<file path="src/rtl/blur_frame_ctrl.sv">
// Frame sequencer for the gaussian_blur core: streams one frame from the input memory into the
// core and captures its results. Optional macro BLUR_CTRL_FRAME_CNT_EN adds a clean-frame counter.
module blur_frame_ctrl #(
    parameter int  IMG_W         = 32,
    parameter int  IMG_H         = 24,
    parameter int  DRAIN_TIMEOUT = 16,
    parameter int  DATA_W        = 8,
    localparam int NUM_PIXELS    = IMG_W * IMG_H,
    localparam int ADDR_W        = $clog2(NUM_PIXELS)
) (
    input  logic              clk,
    input  logic              rst,
    input  logic              start,
    input  logic              pause,
    output logic              busy,
    output logic              done,
    output logic              timeout_err,
    output logic              in_rd_en,
    output logic [ADDR_W-1:0] in_rd_addr,
    input  logic [DATA_W-1:0] in_rd_data,
    output logic [DATA_W-1:0] blur_pixel_in,
    output logic              blur_pixel_vld,
    input  logic [DATA_W-1:0] blur_pixel_out,
    input  logic              blur_pixel_vld_out,
    output logic              out_wr_en,
    output logic [ADDR_W-1:0] out_wr_addr,
    output logic [DATA_W-1:0] out_wr_data,
`ifdef BLUR_CTRL_FRAME_CNT_EN
    output logic [15:0]       frame_cnt,
`endif
    output logic [ADDR_W:0]   out_count
);

    localparam int CNT_W = ADDR_W + 1;
    localparam int SIL_W = $clog2(DRAIN_TIMEOUT + 1);

    localparam logic [1:0] S_IDLE  = 2'd0;
    localparam logic [1:0] S_FEED  = 2'd1;
    localparam logic [1:0] S_DRAIN = 2'd2;

    logic [1:0]        state;
    logic [ADDR_W-1:0] rd_addr;
    logic              rd_vld_p1;
    logic              wr_en_p1;
    logic [ADDR_W-1:0] wr_addr_p1;
    logic [DATA_W-1:0] wr_data_p1;
    logic [CNT_W-1:0]  cnt;
    logic [SIL_W-1:0]  silence;
    logic              done_q;
    logic              err_q;

    logic              issue;
    logic              capture;
    logic [CNT_W-1:0]  cnt_nxt;
    logic              frame_full;
    logic              drain_expired;

    // silence holds the number of cycles since the last core output (or since the last read),
    // so the frame aborts with done landing exactly DRAIN_TIMEOUT cycles after that event.
    always_comb begin
        issue         = (state == S_FEED) && !pause;
        capture       = blur_pixel_vld_out && (state != S_IDLE) && (cnt < CNT_W'(NUM_PIXELS));
        cnt_nxt       = cnt + CNT_W'(capture);
        frame_full    = (state == S_DRAIN) && (cnt_nxt == CNT_W'(NUM_PIXELS));
        drain_expired = (state == S_DRAIN) && !blur_pixel_vld_out &&
                        (silence == SIL_W'(DRAIN_TIMEOUT - 1));
    end

    always_ff @(posedge clk) begin
        if (rst) begin
            state      <= S_IDLE;
            rd_addr    <= '0;
            rd_vld_p1  <= 1'b0;
            wr_en_p1   <= 1'b0;
            wr_addr_p1 <= '0;
            wr_data_p1 <= '0;
            cnt        <= '0;
            silence    <= SIL_W'(1);
            done_q     <= 1'b0;
            err_q      <= 1'b0;
        end else begin
            // p1: read data returns, capture of core output is registered
            rd_vld_p1 <= issue;
            wr_en_p1  <= capture;
            done_q    <= 1'b0;
            cnt       <= cnt_nxt;
            if (capture) begin
                wr_addr_p1 <= cnt[ADDR_W-1:0];
                wr_data_p1 <= blur_pixel_out;
            end

            case (state)
                S_IDLE: begin
                    if (start) begin
                        state   <= S_FEED;
                        rd_addr <= '0;
                        cnt     <= '0;
                        err_q   <= 1'b0;
                        silence <= SIL_W'(1);
                    end
                end
                S_FEED: begin
                    silence <= SIL_W'(1);
                    if (issue) begin
                        rd_addr <= rd_addr + ADDR_W'(1);
                        if (rd_addr == ADDR_W'(NUM_PIXELS - 1)) begin
                            state <= S_DRAIN;
                        end
                    end
                end
                S_DRAIN: begin
                    silence <= blur_pixel_vld_out ? SIL_W'(1) : silence + SIL_W'(1);
                    if (frame_full) begin
                        done_q <= 1'b1;
                        state  <= S_IDLE;
                    end else if (drain_expired) begin
                        done_q <= 1'b1;
                        err_q  <= 1'b1;
                        state  <= S_IDLE;
                    end
                end
                default: state <= S_IDLE;
            endcase
        end
    end

`ifdef BLUR_CTRL_FRAME_CNT_EN
    always_ff @(posedge clk) begin
        if (rst) begin
            frame_cnt <= '0;
        end else if (frame_full) begin
            frame_cnt <= frame_cnt + 16'd1;
        end
    end
`endif

    assign busy           = (state != S_IDLE);
    assign done           = done_q;
    assign timeout_err    = err_q;
    assign in_rd_en       = issue;
    assign in_rd_addr     = rd_addr;
    // Gating keeps stale memory data off the core bus between valid beats.
    assign blur_pixel_vld = rd_vld_p1;
    assign blur_pixel_in  = rd_vld_p1 ? in_rd_data : '0;
    assign out_wr_en      = wr_en_p1;
    assign out_wr_addr    = wr_addr_p1;
    assign out_wr_data    = wr_data_p1;
    assign out_count      = cnt;

endmodule

</file>
<file path="config.mk">
export PLATFORM = sky130hd
export DESIGN_NAME = blur_frame_ctrl
export DESIGN_NICKNAME = d
export VERILOG_FILES = /design/src/rtl/blur_frame_ctrl.sv
export SDC_FILE = /design/constraint.sdc
export NUM_CORES = 1
export LEC_CHECK = 0
export CORE_MARGIN = 5
export CORE_UTILIZATION = 28
export DETAILED_ROUTE_END_ITERATION = 8
export SLEW_MARGIN = 20
export SYNTH_ARGS = -nofsm -noshare
export SYNTH_HDL_FRONTEND = slang
export SYNTH_SLANG_ARGS = --single-unit
</file>
<file path="constraint.sdc">
create_clock -name clk -period 3.94 [get_ports clk]
set_input_delay 0.394 -clock clk [delete_from_list [all_inputs] [get_ports clk]]
set_output_delay 0.394 -clock clk [all_outputs]
set_load 0.01 [all_outputs]
</file>
==> flow_summary.ini <==
[clocking]
clkLatencyLatePin_ns = 0.30
numCtsBuffers = 5
ctsHtreeMaxLevel = 2
cts.clk_slew.worst_paths_ns = 0.10
cts_root_buffer = clkbuf_8
cts_sinks = 50
postCtsResizedCells = 0
tritoncts = yes
clockBufferDepth = 2
cts_setup_buffers = 0
postCtsHoldBufs = 0

[hold_path]
holdCritStartpoint = out_wr_addr[4]
hp-class = flip-flop to flip-flop
whs_endpoint = out_wr_addr[4]
hold_depth = 2

[synthesis]
yosysTopAreaCellShare_pct = 42.69
synth.ff_latch_count = 50
async_flop_share_pct = 0
ys_seq_area_share_pct = 42.69
synth_top_cells_by_area = dfxtp_1 43%, nand2_1 7.2%, a21oi_1 5.1%
yosysTopAreaCell = dfxtp_1
synthDistinctLibCells = 54
ys_warn_count = 0
netlist_instances = 269
syn_area_um2 = 2345
syn_nets = 295
synth_edf_count = 0
ys.flop_type = dfxtp_1
synth_area_per_cell_um2 = 8.717

[detailed_routing]
drc_errors = 0
wl_met1_mm = 2.492
top_layer_used = met4
vias = 2034
totalWireLength_mm = 5.707
drtPass1Iterations = 4
wl_per_cell_um = 12.85
ant_nets = 0
wl_met3_um = 301
wl_met2_mm = 2.856
vias_per_cell = 4.581
drtIter0Drc = 37

[floorplan]
start_util_pct = 28.68
rows = 33
dieWidth_um = 101.5
pin_count = 74
die-area_um2 = 10300
core_area_um2 = 8175
die_y_um = 101.5

[critical_path]
crit_chain = nor2_1 > a2111o_1 > inv_2 > ha_1 > ha_1 > xnor2_1 > nand4_2 > a2111oi_4 > o211ai_2 > a31o_1
worstPathArrival_ns = 3.30
max_stage_delay_ns = 0.54
worst_setup_path_start_kind = flip-flop
cp-end-kind = flip-flop
crit_type = flip-flop to flip-flop
rr_endpoint = state[1]
worstRegToRegCells = 10
slowest_stage = dfxtp_1
cpMostUsedCell = ha_1
reg2reg_setup_slack_ns = 0.85
crit_fanout = 19
crit_required_ns = 4.15
r2r-start = state[0]

[power_and_ir_drop]
p_sw_share_pct = 24.86
totalPowerFinal_uw = 910.6
p_per_area_nw_per_um2 = 283.2
seqPwrFrac_pct = 57.2
p_leak_nw = 1.112
power_frac_comb_pct = 9.7
power.share.clock_pct = 33.2
ir_worst_vdd_uv = 117.2
power_switching_uw = 226.4
internal_power_uw = 684.2

[placement]
portBuffers = 73
place_congestion = 0.7261
dp.cells = 436
hpwl_mm = 4.350
placed_cell_area_um2 = 3126
place_worst_setup_slack_ns = 0.5478

[timing]
rsz0062_at_grt = false
finalHoldViolCount = 0
finalSetupViolations = 0
fin_crit_sh_pct = 78.45
worst_pin_slew_ns = 0.7021
finalWorstSetupSlack_ns = 0.8491
fin_hold_ws_ns = 0.4590
max_slew_margin_pct = 53.19
max_clock_freq_mhz = 323.5
maxSlewViolCount = 0
clock_skew_ns = 0.009689
setup-tns-final_ns = 0
period_minus_slack_ns = 3.091

[global_route]
grt_max_degree = 28
antenna_found_initial = 0
grt_pass1_vias = 1954
overflow = 0
grt_pass1_wl_mm = 9.439
gr-usage-all-layers_pct = 11.30

[layout]
layout-drive-gt1-share_pct = 8.260
regArea_um2 = 1001
num_antenna_cells = 0
multi_input_area_um2 = 1214
final_cell_area_um2 = 3216
fin_util_pct = 39.33
syn2layout_area_growth_pct = 37.14
fin_cells = 444
fill_cells = 851
final_nets = 364

[status]
status = finished, final reports clean

[job]
max_cap_viol_count = 0
cells by family (layout without fill, tap and decap cells):
family,after synthesis,count (layout),share of synthesized area (%)
multiplexers,1,1,0.4269
XOR/XNOR,19,19,7.097
flip-flops,50,50,42.69
AO/OA/AOI/OAI,49,49,14.68
buffers and inverters,22,92,5.549
adder cells (fa/ha/maj),5,5,2.668
AND/OR/NAND/NOR,123,123,26.89
cells in the mapped netlist, types with 2 or more instances:
| library cell | instances |
|---|---|
| nor4_1 | 2 |
| nor3_1 | 6 |
| buf_6 | 4 |
| nand3_1 | 4 |
| inv_1 | 8 |
| xor2_1 | 10 |
| clkbuf_1 | 4 |
| nand2_1 | 45 |
| nand4_2 | 2 |
| xnor2_1 | 9 |
| a21oi_1 | 24 |
| and2_1 | 8 |
| ha_1 | 5 |
| and3_1 | 4 |
| nand4_1 | 4 |
| or3_1 | 3 |
| dfxtp_1 | 50 |
| a21o_1 | 3 |
| buf_2 | 3 |
| a211oi_1 | 3 |
| nor2_1 | 30 |
| or2b_2 | 2 |
| o21ai_0 | 4 |
| and2_2 | 2 |
registers in the layout, indices dropped and copies added (netlist names):
| register | flops |
|---|---|
| out_wr_en | 1 |
| done | 1 |
| out_wr_data | 8 |
| timeout_err | 1 |
| state | 2 |
| silence | 5 |
| out_count | 11 |
| in_rd_addr | 10 |
| out_wr_addr | 10 |
| blur_pixel_vld | 1 |
cell usage in the layout (no fill, tap or decap), types with 3 or more instances in the layout:
cell	netlist	final
clkdlybuf4s50_1	0	73
dfxtp_1	50	50
nand2_1	45	45
nor2_1	30	30
a21oi_1	24	24
xor2_1	10	10
xnor2_1	9	9
inv_1	8	8
and2_1	8	8
nor3_1	6	6
ha_1	5	5
clkbuf_8	1	5
and3_1	4	4
o21ai_0	4	4
nand4_1	4	4
nand3_1	4	4
a21o_1	3	3
or3_1	3	3
a211oi_1	3	3
worst max path at each step:
stage                                  start  endpoint  cells past startpoint
after floorplan           blur_pixel_vld_out  state[1]                     12
after global placement    blur_pixel_vld_out  state[1]                     11
after detailed placement  blur_pixel_vld_out  state[1]                     11
after CTS                           state[0]  state[1]                     10
after global routing                state[0]  state[1]                     10
final                               state[0]  state[1]                     10
power groups by stage:
stage               registers [mW]  clock network [mW]  logic [mW]
global placement             0.532                   0      0.0888
detailed placement           0.533                   0      0.0889
global route                 0.523               0.339      0.0973
CTS                          0.521               0.321      0.0892
floorplan                    0.533                   0      0.0437
finish                       0.521               0.302      0.0880
per-layer routing:
layer / vias to the layer above / GRT usage (%)
li1: 1042 / -
met4: 0 / 2.761
met1: 940 / 14.53
met5: - / 0
met2: 46 / 19.16
met3: 6 / 2.617
critical path: cells and delay by family (launching register included):
| kind | cells | cell delay (ns) |
|---|---|---|
| compound gates | 4 | 1.05 |
| fa+ha+maj | 2 | 0.65 |
| flops | 1 | 0.54 |
| simple gates | 2 | 0.31 |
| buf+inv | 1 | 0.26 |
| xor+xnor | 1 | 0.19 |
cell type report:
cell class	instances	area share (%)
flip-flops and latches	50	31.13
inverters	9	1.051
well taps	105	4.086
clock inverters	3	0.6615
multi-input cells	197	37.74
clock buffers	5	2.140
repair buffers	75	23.19
(Power assumes the default switching activity.)
